--- src/rtl/bus_master_if.sv ---
// Core request/response and device-bus signals of the bus_master initiator.
// The master modport is the initiator's view; slave is the core/decoder/device side.
interface bus_master_if #(
    parameter int ADDR_W = 16,
    parameter int DATA_W = 16,
    parameter int NDEV   = 7
);
    logic                     req_valid;
    logic                     req_ready;
    logic                     req_we;
    logic [ADDR_W-1:0]        req_addr;
    logic [DATA_W-1:0]        req_wdata;
    logic                     rsp_valid;
    logic                     rsp_ready;
    logic [DATA_W-1:0]        rsp_rdata;
    logic                     rsp_err;
    logic [2:0]               rsp_did;
    logic                     bus_rd;
    logic                     bus_wr;
    logic [ADDR_W-1:0]        bus_addr;
    logic [DATA_W-1:0]        bus_wdata;
    logic                     bus_hit;
    logic [2:0]               bus_did;
    logic [NDEV-1:0]          dev_ack;
    logic [NDEV*DATA_W-1:0]   dev_rdata;

    modport master (
        input  req_valid, req_we, req_addr, req_wdata, rsp_ready,
        input  bus_hit, bus_did, dev_ack, dev_rdata,
        output req_ready, rsp_valid, rsp_rdata, rsp_err, rsp_did,
        output bus_rd, bus_wr, bus_addr, bus_wdata
    );

    modport slave (
        output req_valid, req_we, req_addr, req_wdata, rsp_ready,
        output bus_hit, bus_did, dev_ack, dev_rdata,
        input  req_ready, rsp_valid, rsp_rdata, rsp_err, rsp_did,
        input  bus_rd, bus_wr, bus_addr, bus_wdata
    );
endinterface

--- src/rtl/bus_master.sv ---
// Single-outstanding memory-bus initiator: IDLE -> ISSUE -> (WAIT) -> RESP.
// Optional WAIT timeout is enabled by defining BUS_TIMEOUT_EN.
module bus_master #(
    parameter int ADDR_W  = 16,
    parameter int DATA_W  = 16,
    parameter int NDEV    = 7,
    parameter int TIMEOUT = 16
) (
    input  logic          clk,
    input  logic          rst,
    bus_master_if.master  bif
);
    typedef enum logic [1:0] {IDLE, ISSUE, WAIT, RESP} state_t;

    if (NDEV < 1 || NDEV > 8) begin : g_bad_ndev
        $error("bus_master: NDEV must fit a 3-bit device id");
    end
    if (TIMEOUT < 1) begin : g_bad_timeout
        $error("bus_master: TIMEOUT must be at least 1");
    end

    state_t              state_q, state_d;
    logic                req_ready_q, req_ready_d;
    logic                rsp_valid_q, rsp_valid_d;
    logic [DATA_W-1:0]   rsp_rdata_q, rsp_rdata_d;
    logic                rsp_err_q, rsp_err_d;
    logic [2:0]          rsp_did_q, rsp_did_d;
    logic                bus_rd_q, bus_rd_d;
    logic                bus_wr_q, bus_wr_d;
    logic [ADDR_W-1:0]   bus_addr_q, bus_addr_d;
    logic [DATA_W-1:0]   bus_wdata_q, bus_wdata_d;
    logic [2:0]          sel_q, sel_d;
`ifdef BUS_TIMEOUT_EN
    localparam int CNT_W = $clog2(TIMEOUT + 1);
    logic [CNT_W-1:0]    cnt_q, cnt_d;
`endif

    logic [DATA_W-1:0]   dev_rdata_arr [NDEV];
    logic                issue_ack, wait_ack, did_ok;
    logic [DATA_W-1:0]   issue_data, wait_data;

    genvar gi;
    generate
        for (gi = 0; gi < NDEV; gi++) begin : g_rdata
            assign dev_rdata_arr[gi] = bif.dev_rdata[gi*DATA_W +: DATA_W];
        end
    endgenerate

    // Ids at or above NDEV select nothing; ISSUE treats them as a miss.
    assign did_ok = bif.bus_hit && (int'(bif.bus_did) < NDEV);

    always_comb begin
        issue_ack  = 1'b0;
        issue_data = '0;
        wait_ack   = 1'b0;
        wait_data  = '0;
        for (int k = 0; k < NDEV; k++) begin
            if (bif.bus_did == 3'(k)) begin
                issue_ack  = bif.dev_ack[k];
                issue_data = dev_rdata_arr[k];
            end
            if (sel_q == 3'(k)) begin
                wait_ack  = bif.dev_ack[k];
                wait_data = dev_rdata_arr[k];
            end
        end
    end

    always_comb begin
        state_d     = state_q;
        req_ready_d = req_ready_q;
        rsp_valid_d = rsp_valid_q;
        rsp_rdata_d = rsp_rdata_q;
        rsp_err_d   = rsp_err_q;
        rsp_did_d   = rsp_did_q;
        bus_rd_d    = bus_rd_q;
        bus_wr_d    = bus_wr_q;
        bus_addr_d  = bus_addr_q;
        bus_wdata_d = bus_wdata_q;
        sel_d       = sel_q;
`ifdef BUS_TIMEOUT_EN
        cnt_d       = cnt_q;
`endif
        unique case (state_q)
            IDLE: begin
                if (bif.req_valid) begin
                    state_d     = ISSUE;
                    req_ready_d = 1'b0;
                    bus_rd_d    = !bif.req_we;
                    bus_wr_d    = bif.req_we;
                    bus_addr_d  = bif.req_addr;
                    bus_wdata_d = bif.req_wdata;
                end
            end
            ISSUE: begin
                if (!did_ok) begin
                    state_d     = RESP;
                    rsp_valid_d = 1'b1;
                    rsp_rdata_d = '0;
                    rsp_err_d   = 1'b1;
                    rsp_did_d   = 3'd0;
                    bus_rd_d    = 1'b0;
                    bus_wr_d    = 1'b0;
                end else begin
                    sel_d = bif.bus_did;
                    if (issue_ack) begin
                        state_d     = RESP;
                        rsp_valid_d = 1'b1;
                        rsp_rdata_d = bus_wr_q ? '0 : issue_data;
                        rsp_err_d   = 1'b0;
                        rsp_did_d   = bif.bus_did;
                        bus_rd_d    = 1'b0;
                        bus_wr_d    = 1'b0;
                    end else begin
                        state_d = WAIT;
`ifdef BUS_TIMEOUT_EN
                        cnt_d   = '0;
`endif
                    end
                end
            end
            WAIT: begin
                // An ack in the expiry cycle still completes the access cleanly.
                if (wait_ack) begin
                    state_d     = RESP;
                    rsp_valid_d = 1'b1;
                    rsp_rdata_d = bus_wr_q ? '0 : wait_data;
                    rsp_err_d   = 1'b0;
                    rsp_did_d   = sel_q;
                    bus_rd_d    = 1'b0;
                    bus_wr_d    = 1'b0;
                end
`ifdef BUS_TIMEOUT_EN
                else if (cnt_q + 1'b1 == CNT_W'(TIMEOUT)) begin
                    state_d     = RESP;
                    rsp_valid_d = 1'b1;
                    rsp_rdata_d = '0;
                    rsp_err_d   = 1'b1;
                    rsp_did_d   = sel_q;
                    bus_rd_d    = 1'b0;
                    bus_wr_d    = 1'b0;
                    cnt_d       = cnt_q + 1'b1;
                end else begin
                    cnt_d = cnt_q + 1'b1;
                end
`endif
            end
            RESP: begin
                if (bif.rsp_ready) begin
                    state_d     = IDLE;
                    rsp_valid_d = 1'b0;
                    req_ready_d = 1'b1;
                end
            end
            default: state_d = IDLE;
        endcase
    end

    always_ff @(posedge clk) begin
        if (rst) begin
            state_q     <= IDLE;
            req_ready_q <= 1'b1;
            rsp_valid_q <= 1'b0;
            rsp_rdata_q <= '0;
            rsp_err_q   <= 1'b0;
            rsp_did_q   <= 3'd0;
            bus_rd_q    <= 1'b0;
            bus_wr_q    <= 1'b0;
            bus_addr_q  <= '0;
            bus_wdata_q <= '0;
            sel_q       <= 3'd0;
`ifdef BUS_TIMEOUT_EN
            cnt_q       <= '0;
`endif
        end else begin
            state_q     <= state_d;
            req_ready_q <= req_ready_d;
            rsp_valid_q <= rsp_valid_d;
            rsp_rdata_q <= rsp_rdata_d;
            rsp_err_q   <= rsp_err_d;
            rsp_did_q   <= rsp_did_d;
            bus_rd_q    <= bus_rd_d;
            bus_wr_q    <= bus_wr_d;
            bus_addr_q  <= bus_addr_d;
            bus_wdata_q <= bus_wdata_d;
            sel_q       <= sel_d;
`ifdef BUS_TIMEOUT_EN
            cnt_q       <= cnt_d;
`endif
        end
    end

    assign bif.req_ready = req_ready_q;
    assign bif.rsp_valid = rsp_valid_q;
    assign bif.rsp_rdata = rsp_rdata_q;
    assign bif.rsp_err   = rsp_err_q;
    assign bif.rsp_did   = rsp_did_q;
    assign bif.bus_rd    = bus_rd_q;
    assign bif.bus_wr    = bus_wr_q;
    assign bif.bus_addr  = bus_addr_q;
    assign bif.bus_wdata = bus_wdata_q;
endmodule

--- src/flat_wrapper.sv ---
// flat-port wrapper written by rule: the top's interface ports become plain ports
module bus_master_flat 
#(
    parameter int ADDR_W  = 16,
    parameter int DATA_W  = 16,
    parameter int NDEV    = 7,
    parameter int TIMEOUT = 16
)
  (clk, rst, bif_req_valid, bif_req_we, bif_req_addr, bif_req_wdata, bif_rsp_ready, bif_bus_hit, bif_bus_did, bif_dev_ack, bif_dev_rdata, bif_req_ready, bif_rsp_valid, bif_rsp_rdata, bif_rsp_err, bif_rsp_did, bif_bus_rd, bif_bus_wr, bif_bus_addr, bif_bus_wdata);
  bus_master_if #(.ADDR_W(ADDR_W), .DATA_W(DATA_W), .NDEV(NDEV)) bif_i ();
  input  logic clk;
  input  logic rst;
  input wire logic [$bits(bif_i.req_valid)-1:0] bif_req_valid;
  input wire logic [$bits(bif_i.req_we)-1:0] bif_req_we;
  input wire logic [$bits(bif_i.req_addr)-1:0] bif_req_addr;
  input wire logic [$bits(bif_i.req_wdata)-1:0] bif_req_wdata;
  input wire logic [$bits(bif_i.rsp_ready)-1:0] bif_rsp_ready;
  input wire logic [$bits(bif_i.bus_hit)-1:0] bif_bus_hit;
  input wire logic [$bits(bif_i.bus_did)-1:0] bif_bus_did;
  input wire logic [$bits(bif_i.dev_ack)-1:0] bif_dev_ack;
  input wire logic [$bits(bif_i.dev_rdata)-1:0] bif_dev_rdata;
  output wire logic [$bits(bif_i.req_ready)-1:0] bif_req_ready;
  output wire logic [$bits(bif_i.rsp_valid)-1:0] bif_rsp_valid;
  output wire logic [$bits(bif_i.rsp_rdata)-1:0] bif_rsp_rdata;
  output wire logic [$bits(bif_i.rsp_err)-1:0] bif_rsp_err;
  output wire logic [$bits(bif_i.rsp_did)-1:0] bif_rsp_did;
  output wire logic [$bits(bif_i.bus_rd)-1:0] bif_bus_rd;
  output wire logic [$bits(bif_i.bus_wr)-1:0] bif_bus_wr;
  output wire logic [$bits(bif_i.bus_addr)-1:0] bif_bus_addr;
  output wire logic [$bits(bif_i.bus_wdata)-1:0] bif_bus_wdata;
  assign bif_i.req_valid = bif_req_valid;
  assign bif_i.req_we = bif_req_we;
  assign bif_i.req_addr = bif_req_addr;
  assign bif_i.req_wdata = bif_req_wdata;
  assign bif_i.rsp_ready = bif_rsp_ready;
  assign bif_i.bus_hit = bif_bus_hit;
  assign bif_i.bus_did = bif_bus_did;
  assign bif_i.dev_ack = bif_dev_ack;
  assign bif_i.dev_rdata = bif_dev_rdata;
  assign bif_req_ready = bif_i.req_ready;
  assign bif_rsp_valid = bif_i.rsp_valid;
  assign bif_rsp_rdata = bif_i.rsp_rdata;
  assign bif_rsp_err = bif_i.rsp_err;
  assign bif_rsp_did = bif_i.rsp_did;
  assign bif_bus_rd = bif_i.bus_rd;
  assign bif_bus_wr = bif_i.bus_wr;
  assign bif_bus_addr = bif_i.bus_addr;
  assign bif_bus_wdata = bif_i.bus_wdata;
  bus_master #(.ADDR_W(ADDR_W), .DATA_W(DATA_W), .NDEV(NDEV), .TIMEOUT(TIMEOUT)) u_core (.clk(clk), .rst(rst), .bif(bif_i));
endmodule
--- config.mk ---
export PLATFORM = sky130hd
export DESIGN_NAME = bus_master_flat
export DESIGN_NICKNAME = d
export VERILOG_FILES = /design/src/rtl/bus_master_if.sv /design/src/rtl/bus_master.sv /design/src/flat_wrapper.sv
export SDC_FILE = /design/constraint.sdc
export NUM_CORES = 1
export LEC_CHECK = 0
export CAP_MARGIN = 20
export CORE_MARGIN = 3
export CORE_UTILIZATION = 47
export CTS_BUF_LIST = sky130_fd_sc_hd__clkbuf_8
export DETAILED_ROUTE_END_ITERATION = 8
export GPL_ROUTABILITY_DRIVEN = 0
export PLACE_DENSITY = 0.89
export SLEW_MARGIN = 20
export SYNTH_ARGS = -nofsm -noshare
export SYNTH_HDL_FRONTEND = slang
export SYNTH_SLANG_ARGS = --single-unit
--- constraint.sdc ---
create_clock -name clk -period 4.4 [get_ports clk]
set_input_delay 0.88 -clock clk [delete_from_list [all_inputs] [get_ports clk]]
set_output_delay 0.88 -clock clk [all_outputs]
set_load 0.05 [all_outputs]
=== Yosys cells after proc, flatten, opt, wreduce, memory -nomap -nowiden ===
Cells that the tools add are included.

* Register bits after elaboration: 61
* Output and inout port bits: 56
* Logic and storage cells: 108

* Order comparisons: 1
* Equal/unequal tests: 19
* Muxes and demuxes: 61
* Reductions and logical operators: 16

{| class="wikitable"
|+ Operators with widths
! cell !! number
|-
| two-way mux 16 bit || 19
|-
| one-hot mux 16 bit (2 select lines) || 1
|-
| two-way mux 1 bit || 27
|-
| == test 3 bit (second input constant) || 6
|-
| == test 3 x 2 -> 1 bit (second input constant) || 4
|-
| two-way mux 3 bit || 3
|-
| one-hot mux 1 bit (3 select lines) || 3
|-
| AND reduction 3 bit || 3
|-
| two-way mux 2 bit || 4
|-
| one-hot mux 2 bit (4 select lines) || 1
|-
| AND reduction 4 bit || 2
|-
| == test 3 x 1 -> 1 bit (second input constant) || 2
|-
| zero test 3 bit || 2
|-
| one-hot mux 3 bit (2 select lines) || 1
|-
| nonzero test 3 bit || 2
|-
| == test 2 bit (second input constant) || 2
|-
| != test 2 bit (second input constant) || 2
|-
| one-hot mux 1 bit (2 select lines) || 2
|-
| AND reduction 2 bit || 2
|-
| nonzero test 2 bit || 2
|-
| less-than comparator 3 bit (second input constant) || 1
|-
| != test 3 x 2 -> 1 bit (second input constant) || 1
|-
| == test 2 x 1 -> 1 bit (second input constant) || 1
|-
| zero test 2 bit || 1
|-
| 3 further kinds || 3
|}

=== Depth between registers and ports, before layout ===
* Depth after elaboration: 12
* Gate-level depth with buffers: 9
* Depth with buffers taken out: 7

=== Worst setup path before layout ===
Ideal clock, no wire load.

* Path kind: in2reg
* From: input bif_dev_ack[3]
* To: register u_core.rsp_rdata_q[15] (netlist: u_core.bif.rsp_rdata[15])
* Arrival: 2.446 ns
* Path slack: 1.834 ns
* Stages: 7
* Path buffers: 1
* Cells stage by stage: nor2b_1 > mux4_2 > o22ai_2 > nor2_1 > nand2_2 > buf_4 > mux2_2

* Longest elaborated chain between the ends: 6
* Elaborated cells between the ends (all ways): 11

{| class="wikitable"
|+ RTL lines
! item !! RTL line !! RTL
|-
| start, declared || flat_wrapper.sv:20 || <nowiki>input wire logic [$bits(bif_i.dev_ack)-1:0] bif_dev_ack;</nowiki>
|-
| two-way mux 1 bit, on equally long branches (4 in a row) || bus_master.sv:58, bus_master.sv:62 ||
|-
| != test 3 x 2 -> 1 bit (no source line) / != test 2 x 1 -> 1 bit (equally long branches) || -- ||
|-
| AND reduction 3 bit (no source line) (*) || -- ||
|-
| end signal, assigned || bus_master.sv:179 || <nowiki>rsp_rdata_q <= rsp_rdata_d;</nowiki>
|-
| end, declared || bus_master.sv:25 || <nowiki>logic [DATA_W-1:0] rsp_rdata_q, rsp_rdata_d;</nowiki>
|}

Mark *: on every way between the ends. The rest lies on a longest branch, timed or not.
A chain may end at the register's enable or synchronous reset.

=== Final worst setup path ===
* From: input bif_bus_did[0]
* To: register u_core.rsp_rdata_q[2] (netlist: u_core.bif.rsp_rdata[2])

* Longest elaborated chain between the ends: 12
* Elaborated cells between the ends (all ways): 29

{| class="wikitable"
|+ RTL lines
! item !! RTL line !! RTL
|-
| start, declared || flat_wrapper.sv:19 || <nowiki>input wire logic [$bits(bif_i.bus_did)-1:0] bif_bus_did;</nowiki>
|-
| zero test 3 bit || bus_master.sv:58 || <nowiki>if (bif.bus_did == 3'(k)) begin</nowiki>
|-
| two-way mux 16 bit (7 in a row) || bus_master.sv:58 ||
|-
| two-way mux 16 bit || bus_master.sv:109 || <nowiki>rsp_rdata_d = bus_wr_q ? '0 : issue_data;</nowiki>
|-
| two-way mux 16 bit || bus_master.sv:106 || <nowiki>if (issue_ack) begin</nowiki>
|-
| two-way mux 16 bit || bus_master.sv:96 || <nowiki>if (!did_ok) begin</nowiki>
|-
| one-hot mux 16 bit (2 select lines) || bus_master.sv:84 || <nowiki>unique case (state_q)</nowiki>
|}

Parallel ways exist; a longest one is shown, timed or not. The select of a mux whose other input is x is not followed.

==> flow_summary.yaml <==
cts:
  cts.path.max_buffers: 2
  cts_root_buf: "clkbuf_8"
  clk_pin_slew_ns: 0.07
  post_cts_buffers: 0
  cts_tree: "done"
  numCtsBuffers: 9
  clock_sinks: 61
  htreeDepth: 3
  cts_hold_buf: 0
  insertion_delay_ns: 0.34
  cts_resized: 0
sta:
  finalHoldViolCount: 0
  slew_viol_final: 0
  min_period_ns: 3.08
  setup_viol: 0
  rsz0062_at_grt: "no"
  setup_tns_ns: 0
  min_period_over_period_pct: 69.9
  skew_ns: 0.00962
  max_freq_mhz: 325
  relSlewSlack_pct: 38.9
  worstMarginPinSlew_ns: 0.916
flow_run:
  cap_violations: 0
logic_synthesis:
  synth_common_cells: "nand2_1 (105), a211oi_1 (69), nor2b_1 (68)"
  synth_cells: 648
  synth_seq_cells: 61
  synthesis.nets: 813
  synthTopCellsByArea: "dfxtp_1 (26%), a211oi_1 (11%), nor2b_1 (8.9%), nand2_1 (8.3%), mux2i_1 (8.2%)"
  ys.flop_type: "dfxtp_1"
  synth_most_common_cell: "nand2_1"
  synth_top_area_cell: "dfxtp_1"
  syn-cell-area_mm2: 0.00476
  avgSynthCellArea_um2: 7.35
  yosys_warnings: 0
  synth_seq_area_share_pct: 25.6
  synth_top_area_share_pct: 25.6
  ys_types: 43
  synth_edf_count: 0
  synthArstFlopShare_pct: 0
routing:
  initialDrtViolationCount: 617
  ant_nets: 0
  routed_wirelength_mm: 18.9
  wire_per_inst_um: 19.8
  avgViaCountPerCell: 6.17
  dr.pass1.iters: 7
  vias: 5890
  drc_errors: 0
grt:
  track_usage_pct: 32.0
  grt_max_degree: 64
  grt_pass1_vias: 5764
  grt_pass1_wl_mm: 29.3
  overflow: 0
  antenna_found_initial: 0
finish:
  drive_above_1_share_pct: 5.85
  final_nets: 982
  antenna_cells: 0
  fill_cells: 775
  final_core_util_pct: 72.2
  syn_to_final_growth_pct: 48.8
power_and_ir_drop:
  p_clk_share_pct: 16.9
  pwr-share-comb_pct: 57.8
  seqPwrFrac_pct: 25.3
  swShare_pct: 45.4
  p_int_mw: 1.65
  ir_worst_vdd_v: 0.000330
  p_leak_nw: 2.49
  p_sw_mw: 1.37
  p_per_area_mw_per_mm2: 425
die:
  dieHeight_um: 107
  ioPinCount: 216
  die_width_um: 107
  fp.dieArea_mm2: 0.0114
  start_util_pct: 48.5
  design.core.area_mm2: 0.00982
  placementRows: 36
placed_design:
  dp_hpwl_mm: 13.3
  portBuffers: 215
critical_path:
  path_max_fanout: 37
  crit_type: "in -> reg"
  start_kind: "input port"
  cp.arrival_ns: 3.30
  end_kind: "flop"
  crit_required_ns: 4.63
hold_path:
  hold_class: "reg -> reg"
outcome:
  status: "complete, no violations"
## state kept, by name, summed over array words and instances (netlist names)
signal                count
u_core.bif.bus_addr      16
u_core.bif.bus_rd         1
u_core.bif.bus_wdata     16
u_core.bif.bus_wr         1
u_core.bif.req_ready      1
u_core.bif.rsp_did        3
u_core.bif.rsp_err        1
u_core.bif.rsp_rdata     16
u_core.bif.rsp_valid      1
u_core.sel_q              3
u_core.state_q            2
## cell families after synthesis
logic type / count (synthesis) / share of synthesized area [%]
AND/OR/NAND/NOR: 244 / 24.4
AO/OA/AOI/OAI: 208 / 30.0
buffers and inverters: 74 / 6.25
flip-flops: 61 / 25.6
multiplexers: 56 / 12.4
adder cells (fa/ha/maj): 5 / 1.31
## worst max-delay path: stages
cell	delay, ns
buf_2	0.38
buf_4	0.44
o21ai_1	0.18
o311ai_4	0.13
o22ai_2	0.17
nor2_1	0.31
nand2_2	0.35
mux2_1	0.42
## power by group through the flow
stage | Clock, mW | Sequential [mW] | Combinational [mW]
after floorplan | 0 | 1.13 | 0.767
after global placement | 0 | 0.766 | 1.65
after detailed placement | 0 | 0.770 | 1.69
after CTS | 0.512 | 0.761 | 1.70
after global routing | 0.540 | 0.775 | 1.85
final | 0.510 | 0.763 | 1.74
## layout make-up
class                      count  area (um2)  area share, %
clock inverter                 4        47.5          0.671
clock buffer                  11         151           2.14
multi-input combinational    513        3250           45.8
inverter                       7        26.3          0.371
tap                          133         166           2.35
sequential                    61        1220           17.3
timing repair buffer         225        2230           31.4
## stage by stage
| stage | setup slack, ns | cell area, um2 | std cells | power [mW] | hold WS, ns |
|---|---|---|---|---|---|
| 6_report | 1.32 | 7090 | 954 | 3.01 | 0.453 |
| 5_1_grt | 1.20 | 7090 | 954 | 3.17 | 0.479 |
| 4_1_cts | 1.37 | 7060 | 953 | 2.97 | 0.455 |
| 3_5_place_dp | 1.00 | 6860 | 938 | 2.46 | 0.446 |
| 3_3_place_gp | 1.15 | 6860 | 938 | 2.42 | 0.442 |
| 2_1_floorplan | 1.83 | 4760 | 648 | 1.90 | 0.546 |
## cells in the final DEF, fill, tap and decap left out, types with 2 or more instances in the layout
cell and count:
clkdlybuf4s50_1 211, nand2_1 105, mux2i_1 39, clkinv_2 2
mux2_1 5, o21ai_1 2, a21oi_1 57, nor2b_1 68
nor2_1 42, nand3_1 7, mux2_2 11, nand3b_1 2
o22ai_1 32, buf_2 4, o221ai_1 33, dfxtp_2 2
o21ai_0 6, dfxtp_1 59, ha_1 5, a211oi_1 69
buf_4 9, clkbuf_8 11, inv_1 7, nand2b_1 8
nor3_1 2
## metal layers
metal | track usage (%) | share of wire, %
met3 | 8.61 | 10
met1 | 38.0 | 38
met4 | 17.5 | 4.7
met2 | 52.2 | 47
met5 | 0 | 0
## worst paths after layout
kind,cells after the start,start,end,slack [ns]
max,8,bif_bus_did[0],u_core.bif.rsp_rdata[2],1.32
min,2,u_core.bif.bus_addr[5],u_core.bif.bus_addr[5],0.45
max reg2reg,6,u_core.sel_q[1],u_core.bif.rsp_did[0],1.51
min reg2reg,2,u_core.bif.bus_addr[5],u_core.bif.bus_addr[5],0.45
No activity file was read; power rests on OpenSTA's default activity.
==> edit 1, RTL diff (same flow settings) <==
`ADDR_W` is set to 16 in 3 places; all go to 17.
--- a/src/rtl/bus_master_if.sv
+++ b/src/rtl/bus_master_if.sv
@@ -1,7 +1,7 @@
 // Core request/response and device-bus signals of the bus_master initiator.
 // The master modport is the initiator's view; slave is the core/decoder/device side.
 interface bus_master_if #(
-    parameter int ADDR_W = 16,
+    parameter int ADDR_W = 17,
     parameter int DATA_W = 16,
     parameter int NDEV   = 7
 );
--- a/src/rtl/bus_master.sv
+++ b/src/rtl/bus_master.sv
@@ -1,7 +1,7 @@
 // Single-outstanding memory-bus initiator: IDLE -> ISSUE -> (WAIT) -> RESP.
 // Optional WAIT timeout is enabled by defining BUS_TIMEOUT_EN.
 module bus_master #(
-    parameter int ADDR_W  = 16,
+    parameter int ADDR_W  = 17,
     parameter int DATA_W  = 16,
     parameter int NDEV    = 7,
     parameter int TIMEOUT = 16
--- a/src/flat_wrapper.sv
+++ b/src/flat_wrapper.sv
@@ -1,7 +1,7 @@
 // flat-port wrapper written by rule: the top's interface ports become plain ports
 module bus_master_flat 
 #(
-    parameter int ADDR_W  = 16,
+    parameter int ADDR_W  = 17,
     parameter int DATA_W  = 16,
     parameter int NDEV    = 7,
     parameter int TIMEOUT = 16
Interface: changed (resized bif_bus_addr and bif_req_addr); port bits go from 216 to 218. No check against the original RTL was run, so the function may have changed too.
==> edit 1 against the original RTL <==
- area after synthesis is 0.68% higher
- maximum frequency up 5.1%
- wire length shrank 1.4%
- setup slack improved by 0.15 ns
- global-route usage is 0.33 points lower
- cell area increased by 0.41%
- power is essentially flat
- clock skew is 0.00053 ns higher
- sequential cell count up 1
==> edit 1: results (changes against the original RTL) <==
| Metric | Value |
|---|---|
| Setup WS pre-CTS | `1.20 ns (+0.191 ns)` |
| P&R area growth vs syn | `48.4%` |
| Comb pwr | `0.00173 W` |
| Sw power | `0.00139 W (+1.2%)` |
| Ys Warns | `0 (unchanged)` |
| Area contributors post-synth | `dfxtp_1 (26%), a211oi_1 (11%), nor2b_1 (8.9%)` |
| Vias in the first global route | `5,954 (+3.3%)` |
| # setup viols final | `0 (unchanged)` |
| Hold Buf Count CTS | `0 (unchanged)` |
| Slowest stage delay, CP | `0.57 ns (+0.13 ns)` |
| WL met2 | `8740 um (-2.6%)` |
| Initial drt markers | `621 (+0.65%)` |
| Reg2Reg Setup Slack | `1.47 ns (-0.04 ns)` |
| Placed insts | `943 (+0.53%)` |
| Port Buf Inserts | `217 (+0.93%)` |
| Post-synth top cells | `nand2_1 (107), a211oi_1 (69), nor2b_1 (68)` |
| Fmax | `342 MHz (+5.1%)` |
| Sequential fraction of the synthesis area | `25.9% (+0.24 points)` |
| ANT cells | `0 (unchanged)` |
| First-pass GRT wire length | `29,400 um (+0.36%)` |
| Nets | `987 (+0.51%)` |
| Via density per instance | `6.20 (+0.44%)` |
| Drt first pass iters | `5 (-2)` |
| GR peak layer | `met2` |
| DR WL/cell | `19.5 um (-1.9%)` |
| Crit path max-delay family | `simple AND/OR/NAND/NOR gates` |
| Max layer used | `met4` |
| Mean post-synth cell area | `7.36 um2 (about the same)` |
| Placed inst area | `6910 um2 (+0.66%)` |
| Fillers | `728 (-6.1%)` |
| Met3 Use GR | `7.83% (-0.78 points)` |
| Crit path kind | `register to register` |
| Global routing usage on met1 | `38.7% (+0.70 points)` |
| Routed length on met1 | `7130 um (-0.32%)` |
| Worst-skew pair later-pin latency | `0.33 ns` |
| Ys flop type | `dfxtp_1` |
| Hpwl dp | `13,300 um (about the same)` |
| Slew HR | `30.6% (-8.4 points)` |
| Met2 usage | `52.1% (-0.10 points)` |
| Crit path max fanout | `20 (-46%)` |
| Final WL | `18,700 um (-1.4%)` |
| R2R depth | `6 (unchanged)` |
| All-Layer GR Usage | `31.6% (-0.33 points)` |
| P_clk | `0.000510 W (about the same)` |
| Max VDD drop | `0.000308 V (-6.8%)` |
| Largest net degree at the start of global routing | `66 (+3.1%)` |
| Initial antenna violation count | `0 (unchanged)` |
| Slowest CP cell | `dfxtp_2` |
| Num CTS Buffers | `9 (unchanged)` |
| Pleak | `2.49 nW (-0.13%)` |
| Synth unique cells | `43 (unchanged)` |
| Worst setup path endpoint | `u_core.bif.rsp_rdata[4]` |
| Reg-to-reg critical path startpoint | `u_core.sel_q[1]` |
| Status | `finished, final reports clean` |
| Layout cell share with drive strength beyond 1 | `5.57% (-0.28 points)` |
| Post-synth EDFFs | `0 (unchanged)` |
| Met3 wire len | `1880 um (-2.0%)` |
| Clock skew | `0.0102 ns (+0.000532 ns)` |
| Syn Nets | `818 (+0.62%)` |
| Internal power | `0.00163 W (-0.90%)` |
## edit 1: cell count changes after synthesis, sizes merged
| cell | unedited run | this run |
|---|---|---|
| dfxtp | 61 | 62 |
| nand2 | 106 | 108 |
| buf | 21 | 20 |
| a21oi | 57 | 58 |
| clkbuf | 46 | 47 |
## edit 1: cell type report
cell class              instances  area share (%)
well taps                     133            2.34
multi-input cells             516            45.8
flip-flops and latches         62            17.5
clock inverters                 6           0.984
repair buffers                225            31.1
inverters                       7           0.369
clock buffers                  10            1.93
## edit 1: worst min-delay path, delay by kind of cell, from the launching register on
family,cells,cell delay (ns)
DFF,1,0.31
and+or+nand+nor,1,0.05
AOI/OAI and AO/OA,1,0.05
## edit 1: cells by family (layout without fill, tap and decap cells)
| logic type | count (synthesis) | after routing | synth area share [%] |
|---|---|---|---|
| AO/OA/AOI/OAI | 209 | 209 | 29.9 |
| adder cells (fa/ha/maj) | 5 | 5 | 1.30 |
| multiplexers | 56 | 56 | 12.4 |
| AND/OR/NAND/NOR | 246 | 246 | 24.4 |
| flip-flops | 62 | 62 | 25.9 |
| buffers and inverters | 74 | 248 | 6.21 |
## edit 1: how the worst min path moves through the flow
stage	from	endpoint	slack, ns	cells past startpoint
floorplan	u_core.state_q[0]	u_core.state_q[0]	0.55	2
detailed placement	u_core.bif.bus_addr[4]	u_core.bif.bus_addr[4]	0.45	2
CTS	u_core.bif.bus_addr[4]	u_core.bif.bus_addr[4]	0.46	2
global placement	u_core.bif.bus_wdata[2]	u_core.bif.bus_wdata[2]	0.44	2
finish	u_core.bif.bus_addr[14]	u_core.bif.bus_addr[14]	0.46	2
global route	u_core.bif.bus_addr[4]	u_core.bif.bus_addr[4]	0.47	2
==> edit 2, RTL diff (same flow settings) <==
Without the edit above. Encoding of `state_t`: now one-hot (4 bits for 4 states).
--- a/src/rtl/bus_master.sv
+++ b/src/rtl/bus_master.sv
@@ -10,7 +10,7 @@
     input  logic          rst,
     bus_master_if.master  bif
 );
-    typedef enum logic [1:0] {IDLE, ISSUE, WAIT, RESP} state_t;
+    typedef enum logic [3:0] {IDLE = 4'b0001, ISSUE = 4'b0010, WAIT = 4'b0100, RESP = 4'b1000} state_t;
 
     if (NDEV < 1 || NDEV > 8) begin : g_bad_ndev
         $error("bus_master: NDEV must fit a 3-bit device id");
Check against the original RTL: no difference found for any inputs over 10 cycles, from zero or initial values and one cycle with rst high; not proved beyond that.
==> edit 2 against the original RTL <==
- critical path depth fell by 2
- area after synthesis fell by 1.0%
- sequential cell count rose by 2
- wire length fell by 5.4%
- setup slack got worse by 0.037 ns
- cell area barely moved
- maximum frequency fell by 1.2%
- highest routed layer is now met5
Power is not compared: it rests on default switching activity, and its combinational part moved more than twofold at a synthesized area within 25%.
==> edit 2: results (changes against the original RTL) <==
| Metric | Value |
|---|---|
| Status | `finished, final reports clean` |
| Crit path max-delay family | `simple AND/OR/NAND/NOR gates` |
| Via density per instance | `6.07 (-1.7%)` |
| Fillers | `707 (-8.8%)` |
| All-Layer GR Usage | `30.4% (-1.6 points)` |
| Tightest Pin Transition | `1.02 ns (+0.103 ns)` |
| Post-CTS Resized | `0 (unchanged)` |
| Clk buf depth | `2 (unchanged)` |
| Reg-to-reg critical path startpoint | `u_core.sel_q[2]` |
| Reg-to-reg endpoint | `u_core.bif.rsp_rdata[7]` |
| CTS clk-pin slew, worst paths | `0.07 ns (about the same)` |
| Clock skew | `0.00874 ns (-0.000876 ns)` |
| Area contributors post-synth | `dfxtp_1 (27%), mux2i_1 (11%), nand2_1 (10%)` |
| Gate Count Post-Synth | `625 (-3.5%)` |
| Hpwl dp | `13,500 um (+1.0%)` |
| DR WL/cell | `19.1 um (-3.6%)` |
| Sequential fraction of the synthesis area | `26.7% (+1.1 points)` |
| Initial antenna violation count | `2 (+2)` |
| First-pass GRT wire length | `27,800 um (-4.9%)` |
| Slowest CP cell | `nor3_2` |
| Initial drt markers | `604 (-2.1%)` |
| Routed vias | `5,679 (-3.6%)` |
| Crit path arrival time | `3.38 ns (+0.08 ns)` |
| HP Start | `u_core.bif.req_ready` |
| Worst Hold End | `u_core.bif.req_ready` |
| Slowest stage delay, CP | `0.78 ns (+0.34 ns)` |
| Placed insts | `919 (-2.0%)` |
| Syn Nets | `785 (-3.4%)` |
| Post-synth top cells | `nand2_1 (126), dfxtp_1 (63), mux2i_1 (51)` |
| Synth unique cells | `52 (+21%)` |
| Yosys top cell area share | `26.7% (+1.1 points)` |
| Layout cell share with drive strength beyond 1 | `8.81% (+3.0 points)` |
| Placed inst area | `6820 um2 (-0.62%)` |
| Nets | `961 (-2.1%)` |
| Crit path max fanout | `18 (-51%)` |
| Largest net degree at the start of global routing | `42 (-34%)` |
## edit 2: cell types whose count changed after synthesis, sizes merged, moves of 14 or more
cell    delta
o221a     +15
a31oi     +19
nor2      -15
o221ai    -32
a211oi    -36
nand2     +21
o21ai     +29
nor2b     -50
inv       +14
a22oi     +16
## edit 2: cells by family (layout without fill, tap and decap cells)
kind of cell | count (synthesis) | after routing | share of synthesized area, %
other cells | 0 | 1 | 0
simple gates | 203 | 203 | 20.0
mux | 67 | 67 | 14.9
flops | 63 | 63 | 26.7
buf+inv | 81 | 262 | 7.77
compound gates | 209 | 209 | 30.2
xor+xnor | 2 | 2 | 0.372
## edit 2: tightest hold or removal path, delay by kind of cell, from the launching register on
| kind | cells | cell delay (ns) |
|---|---|---|
| and+or+nand+nor | 2 | 0.10 |
| DFF | 1 | 0.32 |
## edit 2: stage by stage
stage | util, % | worst slack, ns | power (W)
6_report | 74.7 | 1.29 | 0.00192
5_1_grt | 74.7 | 1.15 | 0.00198
4_1_cts | 74.6 | 1.37 | 0.00191
3_5_place_dp | 71.8 | 1.02 | 0.00124
3_3_place_gp | 71.8 | 1.11 | 0.00122
2_1_floorplan | - | 2.05 | 0.000972
## edit 2: cell type report
type	instances	area, um2	area share (%)
multi-input combinational	481	3100	43.6
timing repair buffer	225	2220	31.3
sequential	63	1260	17.8
tap	129	161	2.27
clock buffer	10	138	1.94
clock inverter	6	133	1.87
inverter	21	78.8	1.11
antenna	1	2.50	0.0353
## edit 2: how the worst max path moves through the flow
stage	startpoint	endpoint	slack (ns)	cells after the start
after floorplan	bif_bus_did[2]	u_core.bif.rsp_rdata[0]	2.05	8
after global placement	bif_bus_did[2]	u_core.bif.rsp_err	1.11	7
after detailed placement	bif_bus_did[2]	u_core.bif.rsp_rdata[6]	1.02	6
after CTS	bif_bus_did[2]	u_core.bif.rsp_err	1.37	7
after global routing	bif_bus_did[2]	u_core.bif.rsp_rdata[5]	1.15	6
final	bif_bus_did[2]	u_core.bif.rsp_rdata[6]	1.29	6
## edit 2: metal layers
| metal | wire length [um] | part of all wire [%] | vias up | track usage, % |
|---|---|---|---|---|
| met5 | 12 | 0.067 | - | 0 |
| met4 | 931 | 5.2 | 2 | 17.8 |
| met3 | 1910 | 11 | 93 | 6.25 |
| met2 | 8590 | 48 | 430 | 51.4 |
| met1 | 6460 | 36 | 2525 | 35.4 |
| li1 | - | - | 2629 | - |
## edit 2: power breakdown
| part | internal, W | switching, W |
|---|---|---|
| sequential | 0.000605 | 0.0000284 |
| clock | 0.000448 | 0.000233 |
| combinational | 0.000277 | 0.000329 |
| total | 0.00133 | 0.000590 |
